<file path="config.mk">
export PLATFORM = sky130hd
export DESIGN_NAME = mlp_layer_sequencer
export DESIGN_NICKNAME = d
export VERILOG_FILES = /design/src/rtl/mlp_layer_sequencer.sv
export SDC_FILE = /design/constraint.sdc
export NUM_CORES = 1
export LEC_CHECK = 0
export BUFFER_PORTS_ARGS = -buffer_cell sky130_fd_sc_hd__buf_4
export CELL_PAD_IN_SITES_DETAIL_PLACEMENT = 0
export CELL_PAD_IN_SITES_GLOBAL_PLACEMENT = 1
export CORE_MARGIN = 2
export CORE_UTILIZATION = 42
export CTS_CLUSTER_SIZE = 10
export DETAILED_ROUTE_END_ITERATION = 16
export GPL_TIMING_DRIVEN = 0
export PLACE_DENSITY = 0.82
export SLEW_MARGIN = 10
export SYNTH_ARGS = -nofsm -noshare
export SYNTH_HDL_FRONTEND = slang
export SYNTH_SLANG_ARGS = --single-unit
</file>
<file path="constraint.sdc">
create_clock -name i_clk -period 5.1 [get_ports i_clk]
set_input_delay 1.02 -clock i_clk [delete_from_list [all_inputs] [get_ports i_clk]]
set_output_delay 1.02 -clock i_clk [all_outputs]
set_load 0.005 [all_outputs]
</file>
<file path="src/rtl/mlp_layer_sequencer.sv">
// Layer sequencer for one INT8 fully-connected layer: clear -> N chunk MACs -> activation -> write, per neuron.
// All outputs come from flops. Their next values are decoded from the next FSM state.
module mlp_layer_sequencer #(
   parameter int MAX_NEURONS = 64,
   parameter int MAX_CHUNKS  = 16,
   parameter int RD_LATENCY  = 1,
   parameter int TIMEOUT     = 255,
   localparam int NW = $clog2(MAX_NEURONS),
   localparam int CW = $clog2(MAX_CHUNKS)
) (
   input  logic              i_clk,
   input  logic              i_rst,
   input  logic              i_start,
   input  logic [NW:0]       i_cfg_num_neurons,
   input  logic [CW:0]       i_cfg_num_chunks,
   input  logic [1:0]        i_cfg_act_type,
   output logic              o_busy,
   output logic              o_done,
   output logic              o_error,
   output logic              o_buf_rd_en,
   output logic [CW-1:0]     o_buf_chunk,
   output logic [NW-1:0]     o_buf_neuron,
   output logic              o_mac_clear,
   output logic              o_mac_enable,
   input  logic              i_mac_valid,
   output logic              o_activation_enable,
   output logic [1:0]        o_activation_type,
   input  logic              i_result_valid,
   input  logic signed [7:0] i_result_in,
   output logic              o_out_wr_en,
   output logic [NW-1:0]     o_out_addr,
   output logic signed [7:0] o_out_data
);

   localparam int TW = $clog2(TIMEOUT + 1);
   localparam int RW = (RD_LATENCY > 1) ? $clog2(RD_LATENCY + 1) : 1;

   typedef enum logic [3:0] {
      S_IDLE, S_CLEAR, S_FETCH, S_WAIT_RD, S_MAC,
      S_WAIT_MAC, S_ACT, S_WAIT_ACT, S_WRITE, S_DONE
   } state_t;

   state_t          r_state, w_state_nxt;
   logic [NW-1:0]   r_neuron, w_neuron_nxt;
   logic [CW-1:0]   r_chunk, w_chunk_nxt;
   logic [NW:0]     r_num_neurons, w_num_neurons_nxt;
   logic [CW:0]     r_num_chunks, w_num_chunks_nxt;
   logic [1:0]      r_act_type, w_act_type_nxt;
   logic [TW-1:0]   r_wait, w_wait_nxt;
   logic [RW-1:0]   r_rd_cnt, w_rd_cnt_nxt;
   logic            w_accept, w_timeout;
   logic [NW:0]     w_cfg_neurons;
   logic [CW:0]     w_cfg_chunks;
   logic [NW:0]     w_last_neuron;
   logic [CW:0]     w_last_chunk;

   logic            w_busy, w_done, w_error, w_buf_rd_en, w_mac_clear, w_mac_enable;
   logic            w_act_enable, w_out_wr_en;
   logic signed [7:0] w_out_data;

   // Out-of-range configurations are clamped so the index counters always hit their terminal value.
   always_comb begin
      w_cfg_neurons = i_cfg_num_neurons;
      if (i_cfg_num_neurons == '0)
         w_cfg_neurons = (NW+1)'(1);
      else if (i_cfg_num_neurons > (NW+1)'(MAX_NEURONS))
         w_cfg_neurons = (NW+1)'(MAX_NEURONS);
      w_cfg_chunks = i_cfg_num_chunks;
      if (i_cfg_num_chunks == '0)
         w_cfg_chunks = (CW+1)'(1);
      else if (i_cfg_num_chunks > (CW+1)'(MAX_CHUNKS))
         w_cfg_chunks = (CW+1)'(MAX_CHUNKS);
      w_last_neuron = r_num_neurons - (NW+1)'(1);
      w_last_chunk  = r_num_chunks - (CW+1)'(1);
   end

   always_ff @(posedge i_clk) begin
      if (i_rst) begin
         r_state             <= S_IDLE;
         r_neuron            <= '0;
         r_chunk             <= '0;
         r_num_neurons       <= '0;
         r_num_chunks        <= '0;
         r_act_type          <= '0;
         r_wait              <= '0;
         r_rd_cnt            <= '0;
         o_busy              <= 1'b0;
         o_done              <= 1'b0;
         o_error             <= 1'b0;
         o_buf_rd_en         <= 1'b0;
         o_buf_chunk         <= '0;
         o_buf_neuron        <= '0;
         o_mac_clear         <= 1'b0;
         o_mac_enable        <= 1'b0;
         o_activation_enable <= 1'b0;
         o_activation_type   <= '0;
         o_out_wr_en         <= 1'b0;
         o_out_addr          <= '0;
         o_out_data          <= '0;
      end else begin
         r_state             <= w_state_nxt;
         r_neuron            <= w_neuron_nxt;
         r_chunk             <= w_chunk_nxt;
         r_num_neurons       <= w_num_neurons_nxt;
         r_num_chunks        <= w_num_chunks_nxt;
         r_act_type          <= w_act_type_nxt;
         r_wait              <= w_wait_nxt;
         r_rd_cnt            <= w_rd_cnt_nxt;
         o_busy              <= w_busy;
         o_done              <= w_done;
         o_error             <= w_error;
         o_buf_rd_en         <= w_buf_rd_en;
         o_buf_chunk         <= w_chunk_nxt;
         o_buf_neuron        <= w_neuron_nxt;
         o_mac_clear         <= w_mac_clear;
         o_mac_enable        <= w_mac_enable;
         o_activation_enable <= w_act_enable;
         o_activation_type   <= w_act_type_nxt;
         o_out_wr_en         <= w_out_wr_en;
         o_out_addr          <= w_neuron_nxt;
         o_out_data          <= w_out_data;
      end
   end

   always_comb begin
      w_state_nxt       = r_state;
      w_neuron_nxt      = r_neuron;
      w_chunk_nxt       = r_chunk;
      w_num_neurons_nxt = r_num_neurons;
      w_num_chunks_nxt  = r_num_chunks;
      w_act_type_nxt    = r_act_type;
      w_wait_nxt        = r_wait;
      w_rd_cnt_nxt      = r_rd_cnt;
      w_accept          = 1'b0;
      w_timeout         = 1'b0;
      unique case (r_state)
         S_IDLE: begin
            if (i_start) begin
               w_accept          = 1'b1;
               w_num_neurons_nxt = w_cfg_neurons;
               w_num_chunks_nxt  = w_cfg_chunks;
               w_act_type_nxt    = i_cfg_act_type;
               w_neuron_nxt      = '0;
               w_chunk_nxt       = '0;
               w_state_nxt       = S_CLEAR;
            end
         end
         S_CLEAR: w_state_nxt = S_FETCH;
         S_FETCH: begin
            w_rd_cnt_nxt = '0;
            w_state_nxt  = S_WAIT_RD;
         end
         S_WAIT_RD: begin
            if (r_rd_cnt == RW'(RD_LATENCY - 1))
               w_state_nxt = S_MAC;
            else
               w_rd_cnt_nxt = r_rd_cnt + RW'(1);
         end
         S_MAC: begin
            w_wait_nxt  = '0;
            w_state_nxt = S_WAIT_MAC;
         end
         S_WAIT_MAC: begin
            // A valid arriving on the final wait cycle wins over the timeout.
            if (i_mac_valid) begin
               if ({1'b0, r_chunk} == w_last_chunk) begin
                  w_chunk_nxt = '0;
                  w_state_nxt = S_ACT;
               end else begin
                  w_chunk_nxt = r_chunk + CW'(1);
                  w_state_nxt = S_FETCH;
               end
            end else if (r_wait >= TW'(TIMEOUT - 1)) begin
               w_timeout    = 1'b1;
               w_neuron_nxt = '0;
               w_chunk_nxt  = '0;
               w_state_nxt  = S_IDLE;
            end else begin
               w_wait_nxt = r_wait + TW'(1);
            end
         end
         S_ACT: begin
            w_wait_nxt  = '0;
            w_state_nxt = S_WAIT_ACT;
         end
         S_WAIT_ACT: begin
            if (i_result_valid) begin
               w_state_nxt = S_WRITE;
            end else if (r_wait >= TW'(TIMEOUT - 1)) begin
               w_timeout    = 1'b1;
               w_neuron_nxt = '0;
               w_chunk_nxt  = '0;
               w_state_nxt  = S_IDLE;
            end else begin
               w_wait_nxt = r_wait + TW'(1);
            end
         end
         S_WRITE: begin
            if ({1'b0, r_neuron} == w_last_neuron) begin
               w_state_nxt = S_DONE;
            end else begin
               w_neuron_nxt = r_neuron + NW'(1);
               w_state_nxt  = S_CLEAR;
            end
         end
         S_DONE: begin
            w_neuron_nxt = '0;
            w_state_nxt  = S_IDLE;
         end
         default: w_state_nxt = S_IDLE;
      endcase
   end

   always_comb begin
      w_done       = 1'b0;
      w_buf_rd_en  = 1'b0;
      w_mac_clear  = 1'b0;
      w_mac_enable = 1'b0;
      w_act_enable = 1'b0;
      w_out_wr_en  = 1'b0;
      w_error      = o_error;
      w_out_data   = o_out_data;
      unique case (w_state_nxt)
         S_CLEAR: w_mac_clear  = 1'b1;
         S_FETCH: w_buf_rd_en  = 1'b1;
         S_MAC:   w_mac_enable = 1'b1;
         S_ACT:   w_act_enable = 1'b1;
         S_WRITE: w_out_wr_en  = 1'b1;
         S_DONE:  w_done       = 1'b1;
         default: ;
      endcase
      w_busy = (w_state_nxt != S_IDLE) && (w_state_nxt != S_DONE);
      if (w_accept)
         w_error = 1'b0;
      else if (w_timeout)
         w_error = 1'b1;
      if ((r_state == S_WAIT_ACT) && i_result_valid)
         w_out_data = i_result_in;
   end

endmodule
</file>
==> results.md, run 1 <==
- FMAX: ~0.43 GHz
- Worst-margin pin slew: 0.707 ns
- Pint: 625 µW
- Via count: 2442
- Detailed-route wire length per cell: 13.2 µm
- Reg power frac: 0.506
- Hold EP: o_out_data[0]
- Post-route ant nets: 0
- First-pass GRT wire length: 10300 µm
- Syn Std Cell Area: roughly 2600 µm²
- Cells after Synth: 320
- Seq cells post-synth: 52
- Cell taking the most area after synthesis: dfxtp_1
- Worst hold path class: flip-flop to flip-flop
- Post-synth ARST share: 0
- Area share of the largest cell type after synthesis: 0.397
- Post_cts resized: 0
- Crit path DAT: 2.54 ns
- Critical path's slowest cell: dfxtp_1
- R2R Setup Slk: 2.78 ns
- CP cell instances: inv_1 -> ha_1 -> and2b_2 -> or3_1 -> a31oi_1 -> o311a_4 -> buf_6 -> nor2_1 -> and4_1
- Register area share after synthesis: 0.397
- CP bufs+invs: 2
- LEAKAGE: 1.28 nW
- Clk_skew: 0.00836 ns
- Synth Area in Simple Gates: 0.301
- N_diodes: 0
- Final Max Slew Viols: 0
- CTS HTree Levels: 2
- Post-synth top flop: dfxtp_1
- Hold Crit Start: o_out_data[0]
- Post-synthesis cell type count: between 50 and 60
- # Post-CTS Setup Buffers: 0
- Critical path class: flip-flop to flip-flop
- Final count of negative-setup-slack endpoints: 0
- NetSw: 224 µW
- Critical Path RT: between 5 and 6 ns
- Post-Synth XOR/XNOR Area: 0.0534
- CP max stage delay: 0.42 ns
- CTS Buffer Depth: 2
- Most frequent cells in the layout: buf_4 (65), dfxtp_1 (52), a21oi_1 (37), nor2_1 (37), nand2_1 (31)
- Status: completed
- MaxCap Viol Count: 0
- Post-layout minimum cycle time: about 2.3 ns
- Mux cell area share after synthesis: 0.0162
- Slew HR: 0.525
- Hold path depth: 2
- PD cells: 259 nW/µm²
- IO Count: 61
- Die span in x: 83.0 µm
- Largest net degree at the start of global routing: 17
- Initial core utilization: 0.438
- Root Driver: clkbuf_8
- Largest family of logic cells by synthesized area: simple AND/OR/NAND/NOR gates
- Largest delay contributor family on the critical path: simple AND/OR/NAND/NOR gates
- Vias in the first global route: 2162
- Post-synth EDFFs: 0
- Power share of the clock group: 0.334
- Post-Synth Adder-Cell Area: 0.0286
- Final cycle utilization of the critical path: 0.456
- Number of clock sinks: 52
- Via density: 5.29
- Post-Route WL: 6120 µm
- Comb pwr share: 0.160
- Worst slack, placed: 2.62 ns
- # rows: 28
- Fraction of layout cells with a size suffix above 1: 0.220
- DRC: 0
- Endpoints failing hold: 0
- Die area: 6890 µm²
- Number of buffers created by CTS: 5
- Gp weighted congestion: 0.802
- Drt first pass iters: 4
- Crit. End Element: flip-flop
- Worst-Skew Late Latency: 0.31 ns
- Setup tns final: 0 ns
- Core area: 5990 µm²
- Instance count on the critical path: 9
- Synth Net Count: 353
- Antenna violations before repair: 0
- Worst R2R End: o_mac_clear
- Reg2Reg Depth: 9
- Grt total ovfl: 0
- Clock slew at reported path FFs: 0.10 ns
- RSZ-0062 raised after global routing: false
- CP Launch Point: r_num_neurons[0]
- Area of the multi-input gates: 1460 µm²
- Nets: 419
- CTS tree: yes
- FILL cells: 578
- Worst reg2reg path startpoint: r_num_neurons[0]
- Area growth, synth to finish: 24.7%
- Startpoint Class: flip-flop
- Syn_area_per_cell: around 8.2 µm²
- CP Max Fanout: 10
- Main area contributors after synthesis: dfxtp_1 (40%), a21oi_1 (7.1%), nor2_1 (5.3%)
- Gr usage total: 0.178
- Commonest non-fill, non-tap cell in the layout: buf_4
- Peak VDD IR: 0.000223 V
- Post-CTS Hold Buffers: 0
- DP HPWL: 4560 µm
- Number of port buffers: 59
- Setup slack after layout: 2.78 ns
- Register area: 1040 µm²
- Ys Warns: 0
- Die H: 83.0 µm
- Sw Ratio: 0.264
- Compound-Gate Fraction of Synth Area: 0.158
- Initial DRC Count: 95
logic make-up (layout without fill, tap and decap cells):
kind of cell	count (synthesis)	count (layout)
and+or+nand+nor	149	149
AOI/OAI and AO/OA	69	69
DFF	52	52
buffers and inverters	24	91
xor gates and xnor gates	16	16
adders and majority gates	6	6
muxes	4	4
sequential cells by signal, indices dropped and copies added, names as in the netlist, 2 cells and up:
signal,flops
r_neuron,6
o_out_data,8
r_num_chunks,5
r_chunk,4
r_wait,8
r_num_neurons,7
r_state,4
r_act_type,2
metal layers:
metal  track usage  vias up  routed length [µm]
met5             0        -                   0
met4        0.0611        0                  63
met3        0.0408        5                 366
met2         0.282       59                2880
met1         0.238     1115                2810
li1              -     1263                   -
worst max-delay path by stage:
| stage | slack (ns) | end |
|---|---|---|
| floorplan | 2.92 | r_neuron[5] |
| global placement | 2.59 | r_wait[3] |
| detailed placement | 2.62 | r_wait[4] |
| CTS | 2.74 | o_mac_clear |
| global route | 2.56 | o_mac_clear |
| finish | 2.78 | o_mac_clear |
cell usage after synthesis (2+ instances only):
cell and n:
dfxtp_1 52, a21oi_1 37, nor2_1 37, nand2_1 31, nor3b_1 12, nand3_1 11
nor3_1 10, xor2_1 9, clkbuf_1 7, inv_1 7, nand4_1 7, o21ai_0 7
xnor2_1 7, buf_4 6, ha_1 6, nor2b_1 6, or3_1 6, nand2b_1 5
o21ai_1 5, a31oi_1 4, nand3b_1 4, and3_1 3, a211oi_1 2, a21o_1 2
and2_1 2, buf_1 2, mux2_2 2, mux2i_1 2, nand4b_1 2, nor4_1 2
o32ai_1 2, or4_1 2
stage by stage:
stage	utilization	hold slack, ns	cells	cell area (µm²)	total power [mW]
2_1_floorplan	-	0.437	320	2620	0.526
3_3_place_gp	0.527	0.444	454	3160	0.574
3_5_place_dp	0.527	0.449	454	3160	0.575
4_1_cts	0.546	0.463	462	3270	0.858
5_1_grt	0.546	0.481	462	3270	0.891
6_report	0.546	0.460	462	3270	0.849
power by group through the flow:
| stage | logic (mW) | registers (mW) | clock network (mW) |
|---|---|---|---|
| finish | 0.136 | 0.430 | 0.283 |
| global placement | 0.135 | 0.439 | 0 |
| detailed placement | 0.136 | 0.439 | 0 |
| global route | 0.152 | 0.431 | 0.307 |
| floorplan | 0.0897 | 0.437 | 0 |
| CTS | 0.137 | 0.430 | 0.291 |
final cells by class:
class,count,area share
Buffer,17,0.0291
Clock buffer,5,0.0210
Clock inverter,3,0.0130
Inverter,7,0.00803
Multi-Input combinational cell,244,0.446
Sequential cell,52,0.318
Tap cell,75,0.0287
Timing Repair Buffer,59,0.135
worst register-to-register path: stages, from the launching register on:
cell     delay [ns]
dfxtp_1        0.42
inv_1          0.08
ha_1           0.29
and2b_2        0.22
or3_1          0.34
a31oi_1        0.20
o311a_4        0.26
buf_6          0.14
nor2_1         0.07
and4_1         0.23
(Power assumes the default switching activity.)
==> run 2, diff against run 1 <==
- ABC_AREA: not set -> 1
- CORE_UTILIZATION: 42 -> 38
- PLACE_DENSITY: 0.82 -> 0.77
- clock period: 5.1 -> 2.34 ns (I/O delays scaled with it)
==> results.md, run 2 <==
- Status: completed
- Worst-Skew Late Latency: 0.31 ns
- Slew HR: 0.626
- Syn Std Cell Area: around 2800 µm²
- FILL cells: roughly 760
- Main area contributors after synthesis: dfxtp_1 (37%), nand2_1 (14%), nand3_1 (7.5%)
- Number of buffers created by CTS: 5
- Root Driver: clkbuf_8
- Cell taking the most area after synthesis: dfxtp_1
- Final count of negative-setup-slack endpoints: 0
- Drt first pass iters: 4
- Placed cells: 571
- Vias in the first global route: 2564
- Critical path class: flip-flop to flip-flop
- Most used standard cell by instance count after synthesis: nand2_1
- Final cycle utilization of the critical path: 0.829
- Via density: between 4 and 5
- Antenna violations before repair: 0
- Number of port buffers: 59
- PD cells: 601 nW/µm²
- Power share of the clock group: 0.308
- Layout Utilization: 0.483
- Worst-margin pin slew: between 0.5 and 0.6 ns
- CTS tree: yes
- DP HPWL: around 5200 µm
- N_diodes: 0
- Seq cells post-synth: 52
- Crit path DAT: 2.16 ns
- Initial core utilization: 0.388
- Nets: 512
- Initial DRC Count: 98
- Area growth, synth to finish: 24.3%
- Clock slew at reported path FFs: approximately 0.10 ns
- Detailed-route wire length per cell: 11.5 µm
- Via count: 2759
- Most frequent cells in the layout: nand2_1 (107), buf_4 (65), dfxtp_1 (52)
- Non-filler instance count after layout: 579
- Largest net degree at the start of global routing: 18
- Fraction of layout cells with a size suffix above 1: 0.210
- Post_cts resized: 0
- Sw Ratio: 0.310
- Post-synth top flop: dfxtp_1
- Synth top cells by count: nand2_1 (107), dfxtp_1 (52), inv_1 (45)
- Die span in x: 89.9 µm
- # Post-CTS Setup Buffers: 0
- Commonest non-fill, non-tap cell in the layout: nand2_1
- CTS HTree Levels: 2
- Startpoint Class: flip-flop
- Final Max Slew Viols: 0
- First-pass GRT wire length: 11500 µm
- Synth Net Count: 446
- Setup tns final: 0 ns
- Grt total ovfl: 0
- Largest regs: o_out_data: 8 flops, r_wait: 8 flops, r_num_neurons: 7 flops
- Post-CTS Hold Buffers: 0
- Gr usage total: 0.170
- Post-route ant nets: 0
- Post-synthesis cell type count: 32
- RSZ-0062 raised after global routing: false
- MaxCap Viol Count: 0
- Syn_area_per_cell: 6.78 µm²
- Post-layout minimum cycle time: between 1.5 and 2 ns
- Number of clock sinks: 52
- Area of the multi-input gates: around 1500 µm²
- Crit. End Element: flip-flop
- # rows: 31
- LEAKAGE: 1.58 nW
- FMAX: 0.515 GHz
- Worst hold path class: input port to flip-flop
- Register area share after synthesis: 0.372
- Post-Route WL: 6670 µm
- Cells after Synth: 413
- Peak VDD IR: 0.000294 V
- Post-synth EDFFs: 0
- Reg power frac: 0.466
- Die area: a little over 8000 µm²
- CP Max Fanout: 9
- Post-synth ARST share: 0
- Comb pwr share: 0.226
- Critical Path RT: around 2.6 ns
- Endpoints failing hold: 0
- Ys Warns: 0
- Core area: 7210 µm²
- Die H: about 90 µm
- Gp weighted congestion: 0.785
- Register area: about 1000 µm²
- DRC: 0
- IO Count: 61
- Area share of the largest cell type after synthesis: 0.372
- CTS Buffer Depth: 2
- Clk_skew: approximately 0.0077 ns
- NetSw: 649 µW
- Pint: 1.45 mW
[run 2: changes by cell type in the layout (fill, tap and decap cells not counted), sizes merged, moves of 12 or more]
cell	previous run	this run
nand2	31	114
inv	7	54
nand3	11	43
nor2	37	51
a21oi	37	25
nor3b	12	0
[run 2: path summary, 6_finish.rpt]
check / slack [ns] / start / endpoint / cells after the start
max: 0.40 / r_num_neurons[0] / o_buf_rd_en / 13
max reg2reg: 0.40 / r_num_neurons[0] / o_buf_rd_en / 13
min reg2reg: 0.47 / o_out_data[5] / o_out_data[5] / 2
min: 0.34 / i_cfg_act_type[1] / r_act_type[1] / 3
[run 2: logic make-up (layout without fill, tap and decap cells)]
kind of cell | count (synthesis) | count (layout) | synth area share
AO/OA/AOI/OAI | 51 | 51 | 0.100
buffers and inverters | 66 | 133 | 0.0974
flip-flops | 52 | 52 | 0.372
XOR/XNOR | 12 | 12 | 0.0375
adder cells (fa/ha/maj) | 6 | 6 | 0.0268
AND/OR/NAND/NOR | 226 | 226 | 0.366
[run 2: worst max-delay path: stages, from the launching register on]
cell and delay, ns:
dfxtp_1 0.33, inv_1 0.16, ha_1 0.17, buf_2 0.17
inv_1 0.07, nand2_1 0.06, nand3_1 0.06, nand2_1 0.09
nand3_1 0.11, nor2_2 0.15, nand3_4 0.15, nand2_1 0.12
nor2_1 0.06, and2_1 0.14
[run 2: layer usage]
layer	wire, µm	vias to the layer above	track usage
li1	-	1453	-
met1	3140	1241	0.216
met2	3110	57	0.294
met3	309	8	0.0310
met4	114	0	0.0551
met5	0	-	0
[run 2: power groups by stage]
stage	Clock [mW]	Combinational, mW	Sequential, mW
3_5_place_dp	0	0.478	0.998
2_1_floorplan	0	0.326	0.990
3_3_place_gp	0	0.471	0.998
4_1_cts	0.667	0.479	0.977
6_report	0.646	0.473	0.976
5_1_grt	0.706	0.540	0.985
[run 2: metrics by stage]
step | instance area [µm²] | hold WS, ns | power [mW] | setup slack (ns)
after global placement | 3370 | 0.452 | 1.47 | 0.431
final | 3480 | 0.341 | 2.09 | 0.400
after detailed placement | 3370 | 0.458 | 1.48 | 0.397
after floorplan | 2800 | 0.460 | 1.32 | 0.660
after global routing | 3480 | 0.363 | 2.23 | 0.127
after CTS | 3480 | 0.333 | 2.12 | 0.379
[run 2: cell type report]
class / count / area share
clock buffers: 5 / 0.0198
plain buffers: 13 / 0.0212
repair buffers: 59 / 0.127
inverters: 53 / 0.0571
clock inverters: 3 / 0.0133
multi-input cells: 295 / 0.427
well taps: 99 / 0.0356
flip-flops and latches: 52 / 0.299
==> run 3, diff against run 2 <==
- clock period: 2.34 -> 1.8 ns (I/O delays scaled with it)
==> results.md, run 3 (synthesized netlist as in run 2, its figures left out) <==
- Slew HR: 0.620
- PD cells: 760 nW/µm²
- Setup slack after layout: approximately 0.078 ns
- Crit path DAT: 1.92 ns
- Detailed-route wire length per cell: 11.7 µm
- MaxCap Viol Count: 0
- Largest delay contributor family on the critical path: simple AND/OR/NAND/NOR gates
- Core area: 7210 µm²
- Peak VDD IR: 0.000374 V
- Endpoints failing hold: 0
- Post-CTS Hold Buffers: 0
- Final Max Slew Viols: 0
- N_diodes: 0
- Post-Route WL: 6950 µm
- Clk_skew: roughly 0.0044 ns
- FMAX: 0.581 GHz
- Area growth, synth to finish: 32.6%
- Worst-margin pin slew: around 0.57 ns
- Fraction of layout cells with a size suffix above 1: 0.290
- CP max stage delay: ~0.36 ns
- CTS tree: yes
- Gr usage total: 0.172
- Largest net degree at the start of global routing: 18
- Critical path's slowest cell: dfxtp_2
- Initial DRC Count: 94
- Status: completed
- DP HPWL: between 5000 and 6000 µm
- Die span in x: 89.9 µm
- Final count of negative-setup-slack endpoints: 0
- Die area: 8070 µm²
- Most frequent cells in the layout: nand2_1 (103), buf_4 (77), dfxtp_1 (47)
- Total power: 2.82 mW
- WHS: 0.232 ns
- CP cell instances: inv_2 -> ha_2 -> nor2_1 -> nor2_1 -> nand2_2 -> inv_4 -> o21bai_1 -> nor3_4 -> buf_12 -> nand2_4 -> nand2_1 -> nand2_1 -> nor2_2
- Design Area, Final: roughly 3700 µm²
- LEAKAGE: 1.66 nW
- Post-layout minimum cycle time: about 1.7 ns
- Worst hold path class: input port to flip-flop
- Critical Path RT: 2.00 ns
- Critical path class: flip-flop to flip-flop
- CTS HTree Levels: 2
- Antenna violations before repair: 0
- Largest regs: o_out_data: 8 flops, r_wait: 8 flops, r_num_neurons: 7 flops
- Via count: 2842
- # rows: 31
- Gp weighted congestion: between 0.7 and 0.8
- Root Driver: clkbuf_8
- Via density: 4.80
- Commonest non-fill, non-tap cell in the layout: nand2_1
- Crit. End Element: flip-flop
- Placed cell areas: around 3400 µm²
- CP bufs+invs: 3
- Initial core utilization: 0.388
- CTS Buffer Depth: 2
- Worst-Skew Late Latency: 0.31 ns
- First-pass GRT wire length: roughly 12000 µm
- Worst slack, placed: -0.143 ns
- Clock slew at reported path FFs: around 0.10 ns
- Vias in the first global route: approximately 2600
- Post-route ant nets: 0
- Drt first pass iters: 4
- DRC: 0
- Final cycle utilization of the critical path: 0.957
- Startpoint Class: flip-flop
- Number of buffers created by CTS: 5
- Number of clock sinks: 52
- IO Count: 61
- CP Max Fanout: 7
- Grt total ovfl: 0
- Nets: 525
- Number of port buffers: 59
- Die H: 89.9 µm
-- run 3: path summary, 6_finish.rpt --
path	from	end	slack [ns]	cells after the start
worst max-delay path	r_wait[0]	r_neuron[1]	0.08	13
worst min-delay path	i_cfg_act_type[1]	r_act_type[1]	0.23	3
worst max register to register	r_wait[0]	r_neuron[1]	0.08	13
worst min register to register	o_out_data[5]	o_out_data[5]	0.47	2
-- run 3: report_power, final --
group / total (mW) / switching (mW) / internal, mW / leakage, nW
clock: 0.835 / 0.416 / 0.419 / 0.0548
combinational: 0.714 / 0.403 / 0.311 / 1.18
sequential: 1.27 / 0.0608 / 1.21 / 0.424
-- run 3: tightest hold or removal path, stage by stage --
cell	delay [ns]
buf_4	0.07
nand2_1	0.04
nand2_1	0.05
-- run 3: repair_timing --
action | in CTS | in global routing
endpoints found under the setup margin | 9 | 29
resized for setup | 10 | 26
pin swaps | 4 | 17
setup buffers | 1 | 12
cloned | 1 | 0
-- run 3: metrics by stage --
stage	util	instances	TNS, ns
floorplan	-	413	0
detailed placement	0.467	571	-0.834
CTS	0.490	581	0
finish	0.515	592	0
global route	0.515	592	-0.0584
global placement	0.467	571	-0.554
-- run 3: final cells by class --
| class | instances | area, µm² |
|---|---|---|
| plain buffers | 12 | 68.8 |
| flip-flops and latches | 52 | 1050 |
| clock buffers | 5 | 68.8 |
| clock inverters | 3 | 46.3 |
| fillers | 742 | 3500 |
| inverters | 53 | 204 |
| well taps | 99 | 124 |
| repair buffers | 72 | 553 |
| multi-input cells | 296 | 1600 |
-- run 3: routing by layer --
| metal | GRT usage | vias up | wire length (µm) | part of all wire |
|---|---|---|---|---|
| li1 | - | 1484 | - | - |
| met1 | 0.216 | 1290 | 3260 | 0.47 |
| met2 | 0.298 | 59 | 3300 | 0.47 |
| met3 | 0.0310 | 9 | 286 | 0.041 |
| met4 | 0.0551 | 0 | 104 | 0.015 |
| met5 | 0 | - | 0 | 0 |
